$ cat config.mk
export PLATFORM = sky130hd
export DESIGN_NAME = fixed_log2_iter
export DESIGN_NICKNAME = d
export VERILOG_FILES = /design/src/rtl/fixed_log2_iter.sv
export SDC_FILE = /design/constraint.sdc
export NUM_CORES = 1
export LEC_CHECK = 0
export ABC_AREA = 1
export BUFFER_PORTS_ARGS = -buffer_cell sky130_fd_sc_hd__buf_2
export CORE_ASPECT_RATIO = 1.5
export CORE_MARGIN = 1
export CORE_UTILIZATION = 64
export DETAILED_ROUTE_END_ITERATION = 10
export PLACE_DENSITY = 0.94
export SLEW_MARGIN = 10
export SYNTH_ARGS = -nofsm -noshare
export SYNTH_HDL_FRONTEND = slang
export SYNTH_SLANG_ARGS = --single-unit
$ cat constraint.sdc
create_clock -name clk -period 12.23 [get_ports clk]
set_input_delay 1.223 -clock clk [delete_from_list [all_inputs] [get_ports clk]]
set_output_delay 1.223 -clock clk [all_outputs]
set_load 0.05 [all_outputs]
$ cat src/rtl/fixed_log2_iter.sv
`default_nettype none
// ============================================================================
// Module      : fixed_log2_iter
// Description : Iterative unsigned fixed-point log2. A leading-one detector
//               gives the integer part. Repeated squaring of the normalised
//               mantissa then yields one fraction bit per cycle, MSB first.
//               One operation is in flight at a time.
// Revision    : 1.0 - initial release
// ============================================================================
module fixed_log2_iter #(
    parameter int DATA_IN_0_PRECISION_0  = 8,
    parameter int DATA_IN_0_PRECISION_1  = 0,
    parameter int DATA_OUT_0_PRECISION_0 = 16,
    parameter int DATA_OUT_0_PRECISION_1 = 8,
    parameter int GUARD_BITS             = 4
) (
    input  logic                              clk,
    input  logic                              rst,
    input  logic [DATA_IN_0_PRECISION_0-1:0]  data_in_0,
    input  logic                              data_in_0_valid,
    output logic                              data_in_0_ready,
    output logic [DATA_OUT_0_PRECISION_0-1:0] data_out_0,
    output logic                              data_out_0_valid,
    input  logic                              data_out_0_ready,
    output logic                              data_out_0_err
);

    localparam int c_w  = DATA_IN_0_PRECISION_0;
    localparam int c_ow = DATA_OUT_0_PRECISION_0;
    localparam int c_fo = DATA_OUT_0_PRECISION_1;
    localparam int c_m  = c_w + GUARD_BITS;
    localparam int c_pw = (c_w > 1) ? $clog2(c_w) : 1;
    localparam int c_cw = $clog2(c_fo + 1);

    localparam logic [c_pw-1:0] c_top  = c_pw'(c_w - 1);
    localparam logic [c_cw-1:0] c_last = c_cw'(c_fo - 1);
    localparam logic [c_ow-1:0] c_min  = {1'b1, {(c_ow-1){1'b0}}};

    typedef enum logic [1:0] {
        S_IDLE = 2'd0,
        S_NORM = 2'd1,
        S_FRAC = 2'd2,
        S_DONE = 2'd3
    } state_t;

    state_t              r_state;
    logic [c_w-1:0]      r_x;
    logic [c_m-1:0]      r_m;
    logic [c_ow-1:0]     r_int;
    logic [c_fo-1:0]     r_frac;
    logic [c_cw-1:0]     r_cnt;
    logic                r_ready;
    logic                r_valid;
    logic                r_err;
    logic [c_ow-1:0]     r_out;

    logic [c_pw-1:0]     w_p;
    logic [c_pw-1:0]     w_shamt;
    logic [c_w-1:0]      w_norm;
    logic [c_m-1:0]      w_mant;
    logic [c_ow-1:0]     w_int;
    logic [2*c_m-1:0]    w_sq;
    logic [c_m:0]        w_hi;
    logic                w_bit;
    logic [c_m-1:0]      w_m_next;
    logic [c_fo-1:0]     w_frac_next;
    logic [c_ow-1:0]     w_result;

    // Highest set bit index; zero operands are handled separately in NORM.
    function automatic logic [c_pw-1:0] lead_one(input logic [c_w-1:0] v);
        lead_one = '0;
        for (int i = 0; i < c_w; i++) begin
            if (v[i]) lead_one = c_pw'(i);
        end
    endfunction

    // Normalisation: left-justify X so the mantissa is Q1.(M-1) in [1,2).
    assign w_p     = lead_one(r_x);
    assign w_shamt = c_top - w_p;
    assign w_norm  = r_x << w_shamt;
    assign w_mant  = c_m'(w_norm) << GUARD_BITS;
    assign w_int   = c_ow'(w_p) - c_ow'(DATA_IN_0_PRECISION_1);

    // Squaring step: w_hi holds s[2M-1:M-1]; its MSB is the next fraction bit
    // and picks which M-bit window of the square renormalises the mantissa.
    assign w_sq        = {{c_m{1'b0}}, r_m} * {{c_m{1'b0}}, r_m};
    assign w_hi        = (c_m + 1)'(w_sq >> (c_m - 1));
    assign w_bit       = w_hi[c_m];
    assign w_m_next    = w_bit ? w_hi[c_m:1] : w_hi[c_m-1:0];
    assign w_frac_next = c_fo'({r_frac, w_bit});
    assign w_result    = (r_int << c_fo) | c_ow'(w_frac_next);

    // Control FSM and datapath registers; all outputs are registered.
    always_ff @(posedge clk or negedge rst) begin
        if (!rst) begin
            r_state <= S_IDLE;
            r_x     <= '0;
            r_m     <= '0;
            r_int   <= '0;
            r_frac  <= '0;
            r_cnt   <= '0;
            r_ready <= 1'b0;
            r_valid <= 1'b0;
            r_err   <= 1'b0;
            r_out   <= '0;
        end else begin
            case (r_state)
                S_IDLE: begin
                    if (data_in_0_valid && r_ready) begin
                        r_x     <= data_in_0;
                        r_ready <= 1'b0;
                        r_state <= S_NORM;
                    end else begin
                        r_ready <= 1'b1;
                    end
                end
                S_NORM: begin
                    r_cnt  <= '0;
                    r_frac <= '0;
                    if (r_x == '0) begin
                        r_err   <= 1'b1;
                        r_out   <= c_min;
                        r_valid <= 1'b1;
                        r_state <= S_DONE;
                    end else begin
                        r_err   <= 1'b0;
                        r_int   <= w_int;
                        r_m     <= w_mant;
                        r_state <= S_FRAC;
                    end
                end
                S_FRAC: begin
                    r_m    <= w_m_next;
                    r_frac <= w_frac_next;
                    r_cnt  <= r_cnt + 1'b1;
                    if (r_cnt == c_last) begin
                        r_out   <= w_result;
                        r_valid <= 1'b1;
                        r_state <= S_DONE;
                    end
                end
                S_DONE: begin
                    if (data_out_0_ready) begin
                        r_valid <= 1'b0;
                        r_ready <= 1'b1;
                        r_state <= S_IDLE;
                    end
                end
                default: r_state <= S_IDLE;
            endcase
        end
    end

    assign data_in_0_ready  = r_ready;
    assign data_out_0       = r_out;
    assign data_out_0_valid = r_valid;
    assign data_out_0_err   = r_err;

endmodule
`default_nettype wire
# Word level (Yosys, flattened, before mapping)
# Index checks and enable logic that the tools add are counted.
totals:
  regBits: 55
  input_bits: 12
  output_inout_bits: 19
  word_cells: 66
op_classes:
  add_sub_neg: 2
  mul: 1
  n_eq_ne: 9
  shifts: 1
  muxes: 28
  bitwise_logic: 2
  reduce_logical: 13
ops:
  columns: ["op", "n"]
  rows:
  - ["two-way mux 16 bit", 2]
  - ["one-hot mux 16 bit (2 select lines)", 1]
  - ["multiplier 12 x 12 -> 24 bit", 1]
  - ["two-way mux 12 bit", 2]
  - ["one-hot mux 12 bit (2 select lines)", 1]
  - ["one-hot mux 7 bit (2 select lines)", 1]
  - ["two-way mux 3 bit", 4]
  - ["bitwise OR 11 x 8 -> 11 bit", 1]
  - ["two-way mux 2 bit", 5]
  - ["!= test 2 bit, second input constant", 5]
  - ["zero test 8 bit", 1]
  - ["two-way mux 1 bit", 8]
  - ["one-hot mux 2 bit (4 select lines)", 1]
  - ["one-hot mux 4 bit (2 select lines)", 1]
  - ["AND reduction 2 bit", 4]
  - ["left shift 8 x 3 -> 8 bit", 1]
  - ["AND reduction 3 bit", 2]
  - ["adder 4 x 1 -> 4 bit, second input constant", 1]
  - ["== test 2 bit, second input constant", 2]
  - ["== test 4 x 3 -> 1 bit, second input constant", 1]
  - ["AND reduction 4 bit", 1]
  - ["nonzero test 2 bit", 2]
  - ["one-hot mux 1 bit (3 select lines)", 1]
  - ["nonzero test 3 bit", 1]
  - ["other kinds (6)", 6]

# Logic depth before layout (Yosys ltp)
# Gate-level depths: netlist of the first run.
logic_depth:
  word_depth: 11
  mapped_depth: 28
  mapped_depth_nobuf: 27

# Worst setup path after synthesis of the first run
# No wires, ideal clock.
synth_timing:
  path_kind: "register to register"
  start: "reg r_m[6]"
  end: "reg r_m[7]"
  setup_ns: 0.113
  arrival_time_ns: 4.853
  required_time_ns: 12.117
  setup_slack_ns: 7.264
  stages_incl_launch_ff: 24
  path_buffers: 1
  synth_period_minus_slack_ns: 4.966
  cell_sequence: "dfrtp_1 > clkbuf_1 > nand2_1 > fa_1 > fa_1 > inv_1 > fa_1 > fa_1 > inv_1 > fa_1 > inv_1 > ha_1 > a21oi_1 > nor2_1 > nor2_1 > nor2_1 > nor2_1 > nand2_1 > nand2_1 > nand2_1 > nand3_2 > nand3_2 > nand2_1 > inv_1"
synth_between:
  elab_chain_cells: 3
synth_rtl:
  columns: ["element", "line", "rtl"]
  rows:
  - ["start: declaration", "48", "logic [c_m-1:0] r_m;"]
  - ["start signal: assignment", "128", "r_m <= w_mant;"]
  - ["start signal: assignment", "133", "r_m <= w_m_next;"]
  - ["multiplier 12 x 12 -> 24 bit", "86", "assign w_sq = {{c_m{1'b0}}, r_m} * {{c_m{1'b0}}, r_m};"]
  - ["two-way mux 12 bit", "89", "assign w_m_next = w_bit ? w_hi[c_m:1] : w_hi[c_m-1:0];"]
  - ["one-hot mux 12 bit (2 select lines)", "107", "case (r_state)"]
# No other way between the ends.
# A chain may end at the register's enable or synchronous reset.

# Worst setup path in the final report of the first run
layout_timing:
  start: "reg r_m[5]"
  end: "reg r_m[8]"
# The elaborated chain is that of the path after synthesis.

==> impl_metrics.csv, run 1 <==
group,metric,value,unit
run_status,outcome,"finished, final reports clean",
logic_synthesis,synthFlopType,"dfrtp_1",
placed_design,dp_hpwl,12.5,mm
floorplan,ios,31,
clock_tree,clockRootBuffer,"clkbuf_16",
sta,fmax,177,MHz
detailed_routing,vias,5857,
sta,timing.final.hold_violations,0,
sta,max_slew.worst_pin.slew,1.06,ns
clock_tree,cts_hold_buf,0,
logic_synthesis,syn-cell-area,6900,µm²
detailed_routing,first_iter_violations,296,
detailed_routing,drc,0,
floorplan,core.rowCount,46,
placed_design,port_buffers,26,
critical_path,cp-start-kind,"flip-flop",
clock_tree,cts_setup_buffers,0,
critical_path,rrSetupSlack,6.58,ns
floorplan,die_area,11200,µm²
critical_path,cp_slowest_cell,"dfrtp_1",
run,maxCapViolCount,0,
detailed_routing,via_per_inst,5.36,
layout,syn2layout_area_growth,4.82,%
placed_design,postPlaceCellArea,7080,µm²
layout,drive_above_1_share,0.0780,
sta,layout_worst_path_cycle_share,0.462,
critical_path,worst_setup_path_end_kind,"flip-flop",
critical_path,worstPathRequired,12.47,ns
floorplan,die_h,129,µm
sta,slew_headroom,0.295,
sta,rsz0062_at_grt,"no",
logic_synthesis,synth_warnings,0,
logic_synthesis,ys_seq_area_frac,0.185,
clock_tree,cts.repair.resized,0,
sta,drv_slew,0,
logic_synthesis,synth_edf_count,0,
sta,timing.final.crit_period,5.65,ns
layout,final_cell_mix,"267 x nand2_1, 223 x inv_1, 80 x fa_1",
logic_synthesis,synthArstFlopShare,1.00,
logic_synthesis,yosys.cell_types.count,34,
critical_path,crit_arrival,5.90,ns
layout,fill_cells,853,
placed_design,place_congestion,0.959,
logic_synthesis,ys_ff_latch,51,
grt,grt_pass1_vias,6127,
hold_path,min_path_type,"reg -> reg",
layout,mostFrequentLayoutCell,"nand2_1",
clock_tree,numClockSinks,51,
floorplan,chipWidth,86.8,µm
clock_tree,numCtsBuffers,5,
layout,finalInstanceArea,7230,µm²
sta,whs,0.490,ns
floorplan,coreArea,10500,µm²
critical_path,crit_family,"adder cells",
grt,antenna_found_initial,0,
detailed_routing,routed_wl,15.6,mm
grt,grt_pass1_wl,27.2,mm
layout,final_cell_count_no_fill,1093,
clock_tree,clk_latency,0.30,ns
clock_tree,htreeDepth,2,
critical_path,worstSetupPathType,"reg -> reg",
logic_synthesis,syn-instance-count,938,
clock_tree,cts_tree,"yes",
logic_synthesis,avgSynthCellArea,7.36,µm²
floorplan,initial_utilization,0.655,
critical_path,max_stage_delay,0.78,ns
placed_design,placedCellCount,1085,
layout,num-nets-final,1101,
clock_tree,clkTransAtPathRegs,0.07,ns
grt,grt_use_total,0.312,
grt,grt_overflow,0,
detailed_routing,postRouteAntennaNets,0,
sta,finClkSkew,0.00464,ns
critical_path,crit_buf_inv,6,
layout,n_antenna_cell,0,
sta,finalSetupTns,0,ns
clock_tree,cts.path.max_buffers,2,
critical_path,crit_fanout,13,
sta,finalSetupViolCount,0,
grt,grt_max_degree,52,
detailed_routing,firstDrtPassIters,5,
detailed_routing,wl_per_cell,14.3,µm
[metrics by stage]
stage                      util  worst slack (ns)
after floorplan               -              7.26
after global placement    0.673              6.87
after detailed placement  0.673              6.72
after CTS                 0.687              6.61
after global routing      0.687              6.18
final                     0.687              6.58
[logic make-up (layout without fill, tap and decap cells)]
kind of cell / after synthesis / count (layout) / synth area share
and+or+nand+nor: 401 / 401 / 0.247
xor gates and xnor gates: 14 / 14 / 0.0178
buffers and inverters: 255 / 263 / 0.145
other: 1 / 4 / 0.000544
DFF: 51 / 51 / 0.185
adders and majority gates: 141 / 141 / 0.343
muxes: 3 / 3 / 0.00490
AOI/OAI and AO/OA: 72 / 72 / 0.0575
[Yosys cell counts, drive strengths merged, types with 3 or more instances]
library cell  instances  share of area
fa                   80           0.23
nand4                 8         0.0073
xor2                  5         0.0063
nor3                  4         0.0029
nor2                 57          0.032
inv                 228           0.12
ha                   61           0.11
dfrtp                51           0.18
nand3                46          0.041
xnor2                 9          0.011
a21oi                29          0.023
clkbuf               15         0.0082
mux2                  3         0.0049
nand3b                4         0.0044
nand2               277           0.15
buf                  12          0.013
o21ai                36          0.026
[per-layer routing]
| metal | wire length [µm] | vias up | share of wire | global-route usage |
|---|---|---|---|---|
| met3 | 711 | 65 | 0.046 | 0.0293 |
| met1 | 5660 | 2760 | 0.36 | 0.336 |
| met4 | 731 | 0 | 0.047 | 0.175 |
| li1 | - | 2808 | - | - |
| met5 | 0 | - | 0 | 0 |
| met2 | 8520 | 224 | 0.55 | 0.591 |
[worst paths after layout]
path	from	end	depth (start not counted)
worst max-delay path	r_m[5]	r_m[8]	25
worst min register to register	r_frac[5]	r_frac[5]	2
worst min-delay path	r_frac[5]	r_frac[5]	2
worst max register to register	r_m[5]	r_m[8]	25
min in group asynchronous	rst	data_out_0[3]	2
max in group asynchronous	rst	data_out_0[1]	2
[flip-flops by register name (all words and copies together) (netlist names), 2 cells and up]
name,cells
data_out_0,12
r_int,3
r_cnt,4
r_frac,7
r_x,8
r_state,2
r_m,12
[layout make-up]
class                           instances  area (µm²)  share of cell area
Clock buffer                            5         125              0.0173
Tap cell                              144         180              0.0249
Multi-Input combinational cell        635        4630               0.641
Inverter                              228         856               0.118
Timing Repair Buffer                   27         138              0.0190
Sequential cell                        51        1280               0.176
Clock inverter                          3        22.5             0.00311
[worst min-delay path: cells and delay by family, from the launching register on]
family	cells	cell delay, ns
flops	1	0.35
simple gates	1	0.05
compound gates	1	0.06
Power of run 1 is left out: the tool's default activity adds up to more than one toggle a clock period on the data nets, which glitch-free logic cannot reach.
==> run 2: changes to the inputs <==
==> constraint.sdc (replaced) <==
create_clock -name clk -period 5.54 [get_ports clk]
set_input_delay 0.554 -clock clk [delete_from_list [all_inputs] [get_ports clk]]
set_output_delay 0.554 -clock clk [all_outputs]
set_load 0.05 [all_outputs]
==> impl_metrics.csv, run 2 (same netlist as run 1, synthesis figures left out) <==
group,metric,value,unit
sta,finalSetupTns,0,ns
layout,drive_above_1_share,0.119,
sta,layout_worst_path_cycle_share,0.961,
grt,grt_overflow,0,
layout,fill_cells,786,
critical_path,worstSetupPathType,"reg -> reg",
grt,grt_use_total,0.307,
critical_path,crit_arrival,5.53,ns
critical_path,cp-start-kind,"flip-flop",
sta,setup_ws,0.218,ns
clock_tree,clk_latency,0.30,ns
placed_design,placedCellCount,1096,
sta,timing.final.hold_violations,0,
floorplan,initial_utilization,0.655,
placed_design,place_congestion,0.953,
floorplan,chipWidth,86.8,µm
detailed_routing,postRouteAntennaNets,0,
layout,final_cell_mix,"264 x nand2_1, 223 x inv_1, 80 x fa_1",
run_status,outcome,"finished, final reports clean",
hold_path,min_path_type,"in -> async",
grt,grt_pass1_wl,26.8,mm
critical_path,crit_fanout,7,
placed_design,pre_cts_ws,0.107,ns
clock_tree,cts.path.max_buffers,2,
layout,mostFrequentLayoutCell,"nand2_1",
run,maxCapViolCount,0,
detailed_routing,top_layer_used,"met4",
layout,n_antenna_cell,0,
detailed_routing,drc,0,
clock_tree,cts_tree,"yes",
detailed_routing,dr_wl_met3,710,µm
sta,drv_slew,0,
critical_path,worstPathRequired,5.74,ns
grt,antenna_found_initial,0,
detailed_routing,firstDrtPassIters,5,
floorplan,die_h,129,µm
detailed_routing,wl_per_cell,14.7,µm
sta,timing.final.crit_period,5.32,ns
layout,num-nets-final,1125,
sta,finalSetupViolCount,0,
floorplan,ios,31,
clock_tree,cts_hold_buf,0,
sta,finClkSkew,0.00759,ns
clock_tree,numClockSinks,51,
sta,max_slew.worst_pin.slew,1.07,ns
clock_tree,clkTransAtPathRegs,0.07,ns
detailed_routing,vias,5989,
floorplan,coreArea,10500,µm²
clock_tree,htreeDepth,2,
sta,fmax,188,MHz
detailed_routing,first_iter_violations,334,
detailed_routing,wl_met1,5.69,mm
detailed_routing,met2_wirelength,9.03,mm
floorplan,die_area,11200,µm²
clock_tree,numCtsBuffers,5,
detailed_routing,routed_wl,16.4,mm
layout,syn2layout_area_growth,8.81,%
sta,slew_headroom,0.288,
layout,final_cell_count_no_fill,1117,
clock_tree,clockRootBuffer,"clkbuf_16",
grt,grt_max_degree,52,
critical_path,worst_setup_path_end_kind,"flip-flop",
detailed_routing,via_per_inst,5.36,
placed_design,dp_hpwl,12.7,mm
floorplan,core.rowCount,46,
placed_design,port_buffers,26,
grt,grt_pass1_vias,6286,
-- run 2: cell count changes in the layout (fill, tap and decap cells not counted), moves of 3 or more --
| cell | before | now |
|---|---|---|
| dfrtp_1 | 51 | 43 |
| buf_4 | 1 | 22 |
| nand2_1 | 267 | 264 |
| dfrtp_2 | 0 | 8 |
-- run 2: metal layers --
layer	up-vias	track usage
met5	-	0
met4	0	0.185
met3	80	0.0312
met2	223	0.581
met1	2830	0.322
li1	2856	-
-- run 2: stage by stage --
step	hold slack, ns	utilization	cell area (µm²)
2_1_floorplan	0.258	-	6910
3_3_place_gp	0.466	0.680	7170
3_5_place_dp	0.468	0.680	7170
4_1_cts	0.377	0.699	7360
5_1_grt	0.419	0.713	7510
6_report	0.365	0.713	7510
-- run 2: worst max-delay path: stages, from the launching register on --
cell      delay [ns]
dfrtp_2         0.47
buf_4           0.17
nand2_1         0.10
inv_1           0.06
fa_1            0.46
fa_1            0.58
fa_1            0.45
fa_1            0.56
inv_1           0.06
fa_1            0.53
inv_1           0.04
ha_1            0.35
nand2_1         0.09
nand2_1         0.09
a21oi_2         0.15
nand2_1         0.08
nand2_1         0.11
nand3_2         0.09
nand2_1         0.12
nand2_4         0.11
clkbuf_2        0.18
buf_4           0.15
o31ai_2         0.20
-- run 2: final timing paths --
kind                               start            end  slack, ns  cells after the start
min                                  rst        r_m[10]       0.36                      2
min reg2reg                data_out_0[1]  data_out_0[1]       0.49                      2
max reg2reg                       r_m[8]  data_out_0[0]       0.22                     22
max in group asynchronous            rst         r_m[2]       4.70                      2
min in group clk            data_in_0[5]         r_x[5]       0.48                      2
max                               r_m[8]  data_out_0[0]       0.22                     22
-- run 2: final cells by class --
cell class | count | area (µm²) | share of cell area
multi-input cells | 635 | 4680 | 0.624
clock buffers | 5 | 125 | 0.0167
inverters | 228 | 856 | 0.114
clock inverters | 3 | 67.6 | 0.00900
flip-flops and latches | 51 | 1290 | 0.171
repair buffers | 51 | 310 | 0.0413
well taps | 144 | 180 | 0.0240
-- run 2: repair_timing --
action | CTS | global route
setup buffers | 0 | 13
gates resized for setup | 0 | 21
endpoints found under the setup margin | 0 | 14
Power of run 2 is left out for the same reason.
